**config.mk**
```make
export PLATFORM = sky130hd
export DESIGN_NAME = glitch_sweep_ctrl_flat
export DESIGN_NICKNAME = d
export VERILOG_FILES = /design/src/rtl/glitch_pkg.sv /design/src/rtl/glitch_sweep_ctrl_if.sv /design/src/rtl/glitch_sweep_ctrl_sweep_stepper.sv /design/src/rtl/glitch_sweep_ctrl.sv /design/src/flat_wrapper.sv
export SDC_FILE = /design/constraint.sdc
export NUM_CORES = 1
export LEC_CHECK = 0
export ABC_CLOCK_PERIOD_IN_PS = 6600
export CORE_MARGIN = 1
export CORE_UTILIZATION = 45
export DETAILED_ROUTE_END_ITERATION = 10
export GPL_ROUTABILITY_DRIVEN = 0
export PLACE_DENSITY = 0.77
export SLEW_MARGIN = 20
export SYNTH_ARGS = -nofsm -noshare
export SYNTH_HDL_FRONTEND = slang
export SYNTH_HIERARCHICAL = 1
export SYNTH_SLANG_ARGS = --single-unit
```
**constraint.sdc**
```tcl
create_clock -name clk -period 6.6 [get_ports clk]
set_clock_uncertainty 0.15 [all_clocks]
set_input_delay 1.32 -clock clk [delete_from_list [all_inputs] [get_ports clk]]
set_output_delay 1.32 -clock clk [all_outputs]
set_load 0.1 [all_outputs]
```
**src/rtl/glitch_pkg.sv**
```systemverilog
// Shared definitions for the glitch sweep controller.
//   - Default widths and settle time used as parameter defaults by the
//     controller, its stepper and its core interface.
//   - Sweep FSM state encoding.
//   - cnt_width(): bit width of a counter that counts 0..n-1 (at least 1 bit).
package glitch_pkg;

  localparam int DEF_T_W        = 32;
  localparam int DEF_N_W        = 16;
  localparam int DEF_SETTLE_CYC = 1200;

  typedef enum logic [2:0] {
    IDLE   = 3'd0,
    LOAD   = 3'd1,
    ARM    = 3'd2,
    WAIT   = 3'd3,
    SETTLE = 3'd4,
    NEXT   = 3'd5,
    DONE   = 3'd6
  } sweep_state_t;

  function automatic int cnt_width(input int n);
    return (n > 1) ? $clog2(n) : 1;
  endfunction

endpackage

```
**src/rtl/glitch_sweep_ctrl_if.sv**
```systemverilog
// Connection between the sweep controller and the glitch core.
//   core_arm   : one-cycle arm pulse to the core
//   core_delay : delay setting in clk cycles
//   core_width : glitch width setting in clk cycles
//   core_done  : one-cycle pulse from the core when the glitch has completed
//   fault_in   : target misbehaviour flag, already synchronised to clk
// master = controller side, slave = glitch core / target monitor side.
interface glitch_sweep_ctrl_if #(
  parameter int T_W = glitch_pkg::DEF_T_W
);
  logic           core_arm;
  logic [T_W-1:0] core_delay;
  logic [T_W-1:0] core_width;
  logic           core_done;
  logic           fault_in;

  modport master (
    output core_arm, core_delay, core_width,
    input  core_done, fault_in
  );

  modport slave (
    input  core_arm, core_delay, core_width,
    output core_done, fault_in
  );
endinterface

```
**src/rtl/glitch_sweep_ctrl_sweep_stepper.sv**
```systemverilog
// Grid walker for the glitch sweep: holds the sweep settings captured at
// load time, the current (delay, width) point, the grid indices and the
// attempt counter.
// Build option: GLITCH_SWEEP_WIDTH_EN -- when defined the delay x width grid
// is walked delay-fastest; when undefined only delay points are walked and
// the width stays at width_start.
// Ports:
//   clk, rst      : clock, asynchronous active-high reset
//   load          : capture sweep inputs and restart at the first point
//   step          : advance to the next grid point
//   delay_*/width_*: raw sweep inputs (only sampled on load)
//   cur_delay/cur_width : settings for the current point
//   attempt       : current attempt index
//   empty         : raw inputs describe a sweep with no points
//   last          : the current point is the final one of the grid
module sweep_stepper #(
  parameter int T_W = 32,
  parameter int N_W = 16
) (
  input  logic           clk,
  input  logic           rst,
  input  logic           load,
  input  logic           step,
  input  logic [T_W-1:0] delay_start,
  input  logic [T_W-1:0] delay_step,
  input  logic [N_W-1:0] delay_count,
  input  logic [T_W-1:0] width_start,
  input  logic [T_W-1:0] width_step,
  input  logic [N_W-1:0] width_count,
  output logic [T_W-1:0] cur_delay,
  output logic [T_W-1:0] cur_width,
  output logic [N_W-1:0] attempt,
  output logic           empty,
  output logic           last
);

  logic [T_W-1:0] d_start_reg;
  logic [T_W-1:0] d_step_reg;
  logic [N_W-1:0] d_count_reg;
  logic [T_W-1:0] cur_delay_reg;
  logic [T_W-1:0] cur_width_reg;
  logic [N_W-1:0] di_reg;
  logic [N_W-1:0] attempt_reg;
  logic           d_wrap;

  // Count is never zero here: an empty sweep never leaves LOAD for ARM.
  assign d_wrap = (di_reg == d_count_reg - N_W'(1));

`ifdef GLITCH_SWEEP_WIDTH_EN
  logic [T_W-1:0] w_step_reg;
  logic [N_W-1:0] w_count_reg;
  logic [N_W-1:0] wi_reg;

  assign empty = (delay_count == '0) || (width_count == '0);
  assign last  = d_wrap && (wi_reg == w_count_reg - N_W'(1));

  always_ff @(posedge clk or posedge rst) begin
    if (rst) begin
      w_step_reg    <= '0;
      w_count_reg   <= '0;
      wi_reg        <= '0;
      cur_width_reg <= '0;
    end else if (load) begin
      w_step_reg    <= width_step;
      w_count_reg   <= width_count;
      wi_reg        <= '0;
      cur_width_reg <= width_start;
    end else if (step && d_wrap) begin
      // Width moves only when the delay axis wraps.
      wi_reg        <= wi_reg + N_W'(1);
      cur_width_reg <= cur_width_reg + w_step_reg;
    end
  end
`else
  logic unused_width;
  assign unused_width = ^{width_step, width_count};

  assign empty = (delay_count == '0);
  assign last  = d_wrap;

  always_ff @(posedge clk or posedge rst) begin
    if (rst) begin
      cur_width_reg <= '0;
    end else if (load) begin
      cur_width_reg <= width_start;
    end
  end
`endif

  always_ff @(posedge clk or posedge rst) begin
    if (rst) begin
      d_start_reg   <= '0;
      d_step_reg    <= '0;
      d_count_reg   <= '0;
      cur_delay_reg <= '0;
      di_reg        <= '0;
      attempt_reg   <= '0;
    end else if (load) begin
      d_start_reg   <= delay_start;
      d_step_reg    <= delay_step;
      d_count_reg   <= delay_count;
      cur_delay_reg <= delay_start;
      di_reg        <= '0;
      attempt_reg   <= '0;
    end else if (step) begin
      attempt_reg <= attempt_reg + N_W'(1);
      if (!d_wrap) begin
        di_reg        <= di_reg + N_W'(1);
        cur_delay_reg <= cur_delay_reg + d_step_reg;
      end else begin
        di_reg        <= '0;
        cur_delay_reg <= d_start_reg;
      end
    end
  end

  assign cur_delay = cur_delay_reg;
  assign cur_width = cur_width_reg;
  assign attempt   = attempt_reg;

endmodule

```
**src/rtl/glitch_sweep_ctrl.sv**
```systemverilog
// Glitch parameter sweep controller. Walks a grid of (delay, width) points,
// arms the glitch core once per point, watches fault_in for SETTLE_CYC
// cycles after each glitch and reports the settings of faulting attempts.
// Build option: GLITCH_SWEEP_WIDTH_EN -- sweep the full delay x width grid;
// undefined (default) sweeps delay points only at width_start.
// Ports:
//   clk, rst            : clock, asynchronous active-high reset
//   start               : level sweep request (IDLE only); DONE waits for it to drop
//   abort               : return to IDLE from any state, highest priority
//   delay_start/step/count, width_start/step/count : sweep settings
//   core                : glitch core connection (arm, settings, done, fault_in)
//   busy, done          : sweep status
//   hit                 : one-cycle pulse for a faulting attempt
//   hit_delay/hit_width : settings of the most recent hit
//   attempt             : current attempt index from 0
module glitch_sweep_ctrl
  import glitch_pkg::*;
#(
  parameter int T_W        = DEF_T_W,
  parameter int N_W        = DEF_N_W,
  parameter int SETTLE_CYC = DEF_SETTLE_CYC
) (
  input  logic                       clk,
  input  logic                       rst,
  input  logic                       start,
  input  logic                       abort,
  input  logic [T_W-1:0]             delay_start,
  input  logic [T_W-1:0]             delay_step,
  input  logic [N_W-1:0]             delay_count,
  input  logic [T_W-1:0]             width_start,
  input  logic [T_W-1:0]             width_step,
  input  logic [N_W-1:0]             width_count,
  glitch_sweep_ctrl_if.master        core,
  output logic                       busy,
  output logic                       done,
  output logic                       hit,
  output logic [T_W-1:0]             hit_delay,
  output logic [T_W-1:0]             hit_width,
  output logic [N_W-1:0]             attempt
);

  localparam int             S_W         = cnt_width(SETTLE_CYC);
  localparam logic [S_W-1:0] SETTLE_LAST = S_W'(SETTLE_CYC - 1);

  sweep_state_t   state_reg, state_next;
  logic [S_W-1:0] settle_cnt_reg;
  logic           fault_seen_reg;
  logic [T_W-1:0] hit_delay_reg;
  logic [T_W-1:0] hit_width_reg;

  logic           load_go, step_go, arm_now, hit_now, settle_clr;
  logic           sweep_empty, sweep_last;
  logic [T_W-1:0] cur_delay, cur_width;

  sweep_stepper #(
    .T_W (T_W),
    .N_W (N_W)
  ) u_stepper (
    .clk         (clk),
    .rst         (rst),
    .load        (load_go),
    .step        (step_go),
    .delay_start (delay_start),
    .delay_step  (delay_step),
    .delay_count (delay_count),
    .width_start (width_start),
    .width_step  (width_step),
    .width_count (width_count),
    .cur_delay   (cur_delay),
    .cur_width   (cur_width),
    .attempt     (attempt),
    .empty       (sweep_empty),
    .last        (sweep_last)
  );

  always_ff @(posedge clk or posedge rst) begin
    if (rst) begin
      state_reg <= IDLE;
    end else begin
      state_reg <= state_next;
    end
  end

  always_comb begin
    state_next = state_reg;
    load_go    = 1'b0;
    step_go    = 1'b0;
    arm_now    = 1'b0;
    hit_now    = 1'b0;
    settle_clr = 1'b0;
    case (state_reg)
      IDLE: begin
        if (start) state_next = LOAD;
      end
      LOAD: begin
        load_go    = 1'b1;
        state_next = sweep_empty ? DONE : ARM;
      end
      ARM: begin
        arm_now    = 1'b1;
        state_next = WAIT;
      end
      WAIT: begin
        if (core.core_done) begin
          settle_clr = 1'b1;
          state_next = SETTLE;
        end
      end
      SETTLE: begin
        if (settle_cnt_reg == SETTLE_LAST) state_next = NEXT;
      end
      NEXT: begin
        hit_now    = fault_seen_reg;
        step_go    = 1'b1;
        state_next = sweep_last ? DONE : ARM;
      end
      DONE: begin
        if (!start) state_next = IDLE;
      end
      default: state_next = IDLE;
    endcase
    // Abort overrides everything, including the pulses of this cycle.
    if (abort) begin
      state_next = IDLE;
      load_go    = 1'b0;
      step_go    = 1'b0;
      arm_now    = 1'b0;
      hit_now    = 1'b0;
      settle_clr = 1'b0;
    end
  end

  always_ff @(posedge clk or posedge rst) begin
    if (rst) begin
      settle_cnt_reg <= '0;
      fault_seen_reg <= 1'b0;
      hit_delay_reg  <= '0;
      hit_width_reg  <= '0;
    end else begin
      if (settle_clr) begin
        settle_cnt_reg <= '0;
        fault_seen_reg <= 1'b0;
      end else if (state_reg == SETTLE) begin
        settle_cnt_reg <= settle_cnt_reg + S_W'(1);
        fault_seen_reg <= fault_seen_reg | core.fault_in;
      end
      // Capture on the way into NEXT so the settings are already valid
      // while hit is high; a fault on the final settle cycle still counts.
      if ((state_reg == SETTLE) && (state_next == NEXT) &&
          (fault_seen_reg || core.fault_in)) begin
        hit_delay_reg <= cur_delay;
        hit_width_reg <= cur_width;
      end
    end
  end

  assign core.core_arm   = arm_now;
  assign core.core_delay = cur_delay;
  assign core.core_width = cur_width;

  assign busy      = (state_reg != IDLE) && (state_reg != DONE);
  assign done      = (state_reg == DONE);
  assign hit       = hit_now;
  assign hit_delay = hit_delay_reg;
  assign hit_width = hit_width_reg;

endmodule

```
**src/flat_wrapper.sv**
```systemverilog
// flat-port wrapper written by rule: the top's interface ports become plain ports
module glitch_sweep_ctrl_flat import glitch_pkg::*;
#(
  parameter int T_W        = DEF_T_W,
  parameter int N_W        = DEF_N_W,
  parameter int SETTLE_CYC = DEF_SETTLE_CYC
)
  (clk, rst, start, abort, delay_start, delay_step, delay_count, width_start, width_step, width_count, busy, done, hit, hit_delay, hit_width, attempt, core_core_arm, core_core_delay, core_core_width, core_core_done, core_fault_in);
  glitch_sweep_ctrl_if #(.T_W(T_W)) core_i ();
  input  logic clk;
  input  logic rst;
  input  logic start;
  input  logic abort;
  input  logic [T_W-1:0] delay_start;
  input  logic [T_W-1:0] delay_step;
  input  logic [N_W-1:0] delay_count;
  input  logic [T_W-1:0] width_start;
  input  logic [T_W-1:0] width_step;
  input  logic [N_W-1:0] width_count;
  output logic busy;
  output logic done;
  output logic hit;
  output logic [T_W-1:0] hit_delay;
  output logic [T_W-1:0] hit_width;
  output logic [N_W-1:0] attempt;
  output wire logic [$bits(core_i.core_arm)-1:0] core_core_arm;
  output wire logic [$bits(core_i.core_delay)-1:0] core_core_delay;
  output wire logic [$bits(core_i.core_width)-1:0] core_core_width;
  input wire logic [$bits(core_i.core_done)-1:0] core_core_done;
  input wire logic [$bits(core_i.fault_in)-1:0] core_fault_in;
  assign core_core_arm = core_i.core_arm;
  assign core_core_delay = core_i.core_delay;
  assign core_core_width = core_i.core_width;
  assign core_i.core_done = core_core_done;
  assign core_i.fault_in = core_fault_in;
  glitch_sweep_ctrl #(.T_W(T_W), .N_W(N_W), .SETTLE_CYC(SETTLE_CYC)) u_core (.clk(clk), .rst(rst), .start(start), .abort(abort), .delay_start(delay_start), .delay_step(delay_step), .delay_count(delay_count), .width_start(width_start), .width_step(width_step), .width_count(width_count), .core(core_i), .busy(busy), .done(done), .hit(hit), .hit_delay(hit_delay), .hit_width(hit_width), .attempt(attempt));
endmodule
```
==> out/summary.txt <==
Clk Latency, worst-skew pair -> 550 ps
Crit path DAT -> 3610 ps
Number of max-slew violations in the final report -> 0
Worst hold-check path type -> reg -> reg
Cell Int Power -> 3.85 mW
FP Rows -> 61
Gr usage total -> 0.224
GR Overflow Total -> 0
DRT iter0 DRCs -> 597
Largest net degree at the start of global routing -> 119
Post-route minimum period -> 5080 ps
Startpoint Class -> input port
Clock buffer depth -> 3
F_max -> 197 MHz
Port bufs -> 265
Filler cell count -> 2275
Setup_tns -> 0 ps
Routed WL -> 32600 um
Sequential area share after synthesis -> 0.500
Library cells used by synthesis -> 67
Psw -> 2.78 mW
H-tree depth -> 1
Core ar. -> 0.0279 mm^2
CTS buffer count -> 28
Remaining routing DRC violations -> 0
Number of flops mapped to enable cells by yosys -> 0
DP HPWL -> 22400 um
Reg clk slew, reported paths -> 60 ps
Antenna violations before repair -> 1
Cell Pwr Density -> 397 mW/mm^2
CTS resizes -> 0
Most common flop cell mapped by yosys -> dfrtp_1
Setup CP Type -> in -> out
Synth area leader -> dfrtp_1
Final Hold Viols -> 0
ANT cells -> 0
Fraction of the cycle the final worst path needs -> 0.769
Sw Ratio -> 0.419
Seq pwr share -> 0.329
Net count after synthesis -> 1368
Async S/R FF share, synth -> 1.00
Synth Cell Area -> 0.0128 mm^2
First-pass GRT wire length -> 52100 um
Total number of vias -> 9895
CTS tree -> yes
Yosys reg bits -> 255
IO Pins -> 314
Synth top area share -> 0.500
CTS root buffer -> clkbuf_16
Drt first pass iters -> 5
Peak supply drop -> 0.249 mV
Routed Antenna Nets -> 0
Hold buffer count at CTS -> 0
Starting Density -> 0.458
Synth area leaders -> dfrtp_1, mux2_2, ha_1
Worst setup EP type -> primary output
Dpl cells -> 1757
Synth-to-Final Area Change -> 30.9%
Height of the die -> 170 um
Post-CTS Setup Bufs -> 0
Cells after synthesis -> 1166
Crit-path max FO -> 7
Post-route insts no fill -> 1810
Clock power frac -> 0.244
Status -> finished, final reports clean
Avg Inst Size Synth -> 10.9 um^2
Clk sinks -> 255
Share of cells above drive strength 1 -> 0.157
Endpoints failing setup -> 0
Warnings from Yosys -> 6
Relative slew slack -> 0.254
Nets@finish -> 1612
Die area -> 0.0290 mm^2
Slew at the pin closest to its max-slew limit -> 1120 ps
Fin Hold WS -> 340 ps
Required time worst endpoint -> 5130 ps
Wire length per cell -> 18.0 um
Final Power -> 6.63 mW
Number of global-route vias before repair -> 9970
LEAKAGE -> 7.25 nW
Max_cap viols -> 0
RSZ-0062 raised after global routing -> false
Number of vias per cell -> 5.47
Die X -> 170 um
Comb power frac -> 0.427
[routing by layer]
metal  vias to the layer above  routed length (um)  GRT usage
li1                       4651                   -          -
met1                      4902               14300      0.298
met2                       294               15800      0.379
met3                        46                1890     0.0423
met4                         2                 599     0.0501
met5                         -                  12          0
[cells in the mapped netlist, types with 6 or more instances]
| master | count |
|---|---|
| o211ai_1 | 13 |
| ha_1 | 35 |
| inv_1 | 39 |
| nand2_1 | 96 |
| buf_1 | 10 |
| or3_1 | 7 |
| nor2_1 | 65 |
| o31ai_1 | 6 |
| nand3_1 | 25 |
| o221ai_1 | 7 |
| mux2_2 | 148 |
| o21a_1 | 9 |
| nor2b_1 | 8 |
| nand2b_1 | 7 |
| xor2_1 | 35 |
| clkbuf_1 | 37 |
| nor3_1 | 10 |
| dfrtp_1 | 255 |
| buf_2 | 8 |
| a221o_1 | 8 |
| or4_1 | 6 |
| buf_6 | 7 |
| nor4_1 | 9 |
| nand4_1 | 10 |
| and3_1 | 33 |
| o21ai_0 | 75 |
| a21o_1 | 10 |
| xnor2_1 | 38 |
| a21oi_1 | 66 |
[logic make-up (layout without fill, tap and decap cells)]
kind of cell,after synthesis,in the layout,share of synthesized area
AOI/OAI and AO/OA,236,236,0.117
xor gates and xnor gates,73,73,0.0501
adders and majority gates,36,36,0.0359
buffers and inverters,102,368,0.0352
DFF,255,255,0.500
muxes,158,158,0.139
and+or+nand+nor,306,306,0.122
[power groups by stage]
stage | Combinational (mW) | Sequential [mW] | Clock [mW]
after CTS | 2.83 | 2.18 | 1.66
after floorplan | 1.30 | 3.02 | 0
after global routing | 3.03 | 2.23 | 1.72
after detailed placement | 2.81 | 2.21 | 0
after global placement | 2.75 | 2.18 | 0
final | 2.83 | 2.18 | 1.62
[cell usage in the layout (no fill, tap or decap), types with 35 or more instances in the layout]
cell type	Yosys	final
inv_1	39	37
dfrtp_1	255	255
ha_1	35	35
mux2_2	148	148
xnor2_1	38	38
o21ai_0	75	75
nand2_1	96	96
a21oi_1	66	66
clkdlybuf4s50_1	0	265
nor2_1	65	64
xor2_1	35	35
[layout make-up]
| class | count | area (um^2) | area share |
|---|---|---|---|
| Sequential cell | 255 | 6380 | 0.382 |
| Multi-Input combinational cell | 809 | 5940 | 0.356 |
| Timing Repair Buffer | 277 | 2780 | 0.166 |
| Clock buffer | 38 | 808 | 0.0484 |
| Tap cell | 378 | 473 | 0.0283 |
| Clock inverter | 14 | 169 | 0.0101 |
| Inverter | 39 | 153 | 0.00914 |
[through the flow]
step                      utilization  cell area [um^2]  worst slack [ps]
final                           0.599             16700              1520
after global routing            0.599             16700              1460
after CTS                       0.599             16700              1510
after detailed placement        0.564             15700              1520
after global placement          0.564             15700              1550
after floorplan                     -             12800               356
[path summary, 6_finish.rpt]
path,slack [ps],end,startpoint,cells past startpoint
max in group asynchronous,4000,u_core/u_stepper/cur_width[30],rst,3
setup reg to reg,2250,u_core/u_stepper/di_reg[15],u_core/u_stepper/d_count_reg[0],13
setup / recovery,1520,core_core_arm,abort,4
min in group asynchronous,1140,u_core/hit_width[31],rst,2
hold reg to reg,340,u_core/hit_delay[18],u_core/hit_delay[18],1
hold / removal,340,u_core/hit_delay[18],u_core/hit_delay[18],1
[worst max-delay path, stage by stage]
cell and delay [ps]:
clkdlybuf4s50_1 580, or3_1 440, nor2_1 110, clkdlybuf4s50_1 1150
No activity file was read; power rests on OpenSTA's default activity.
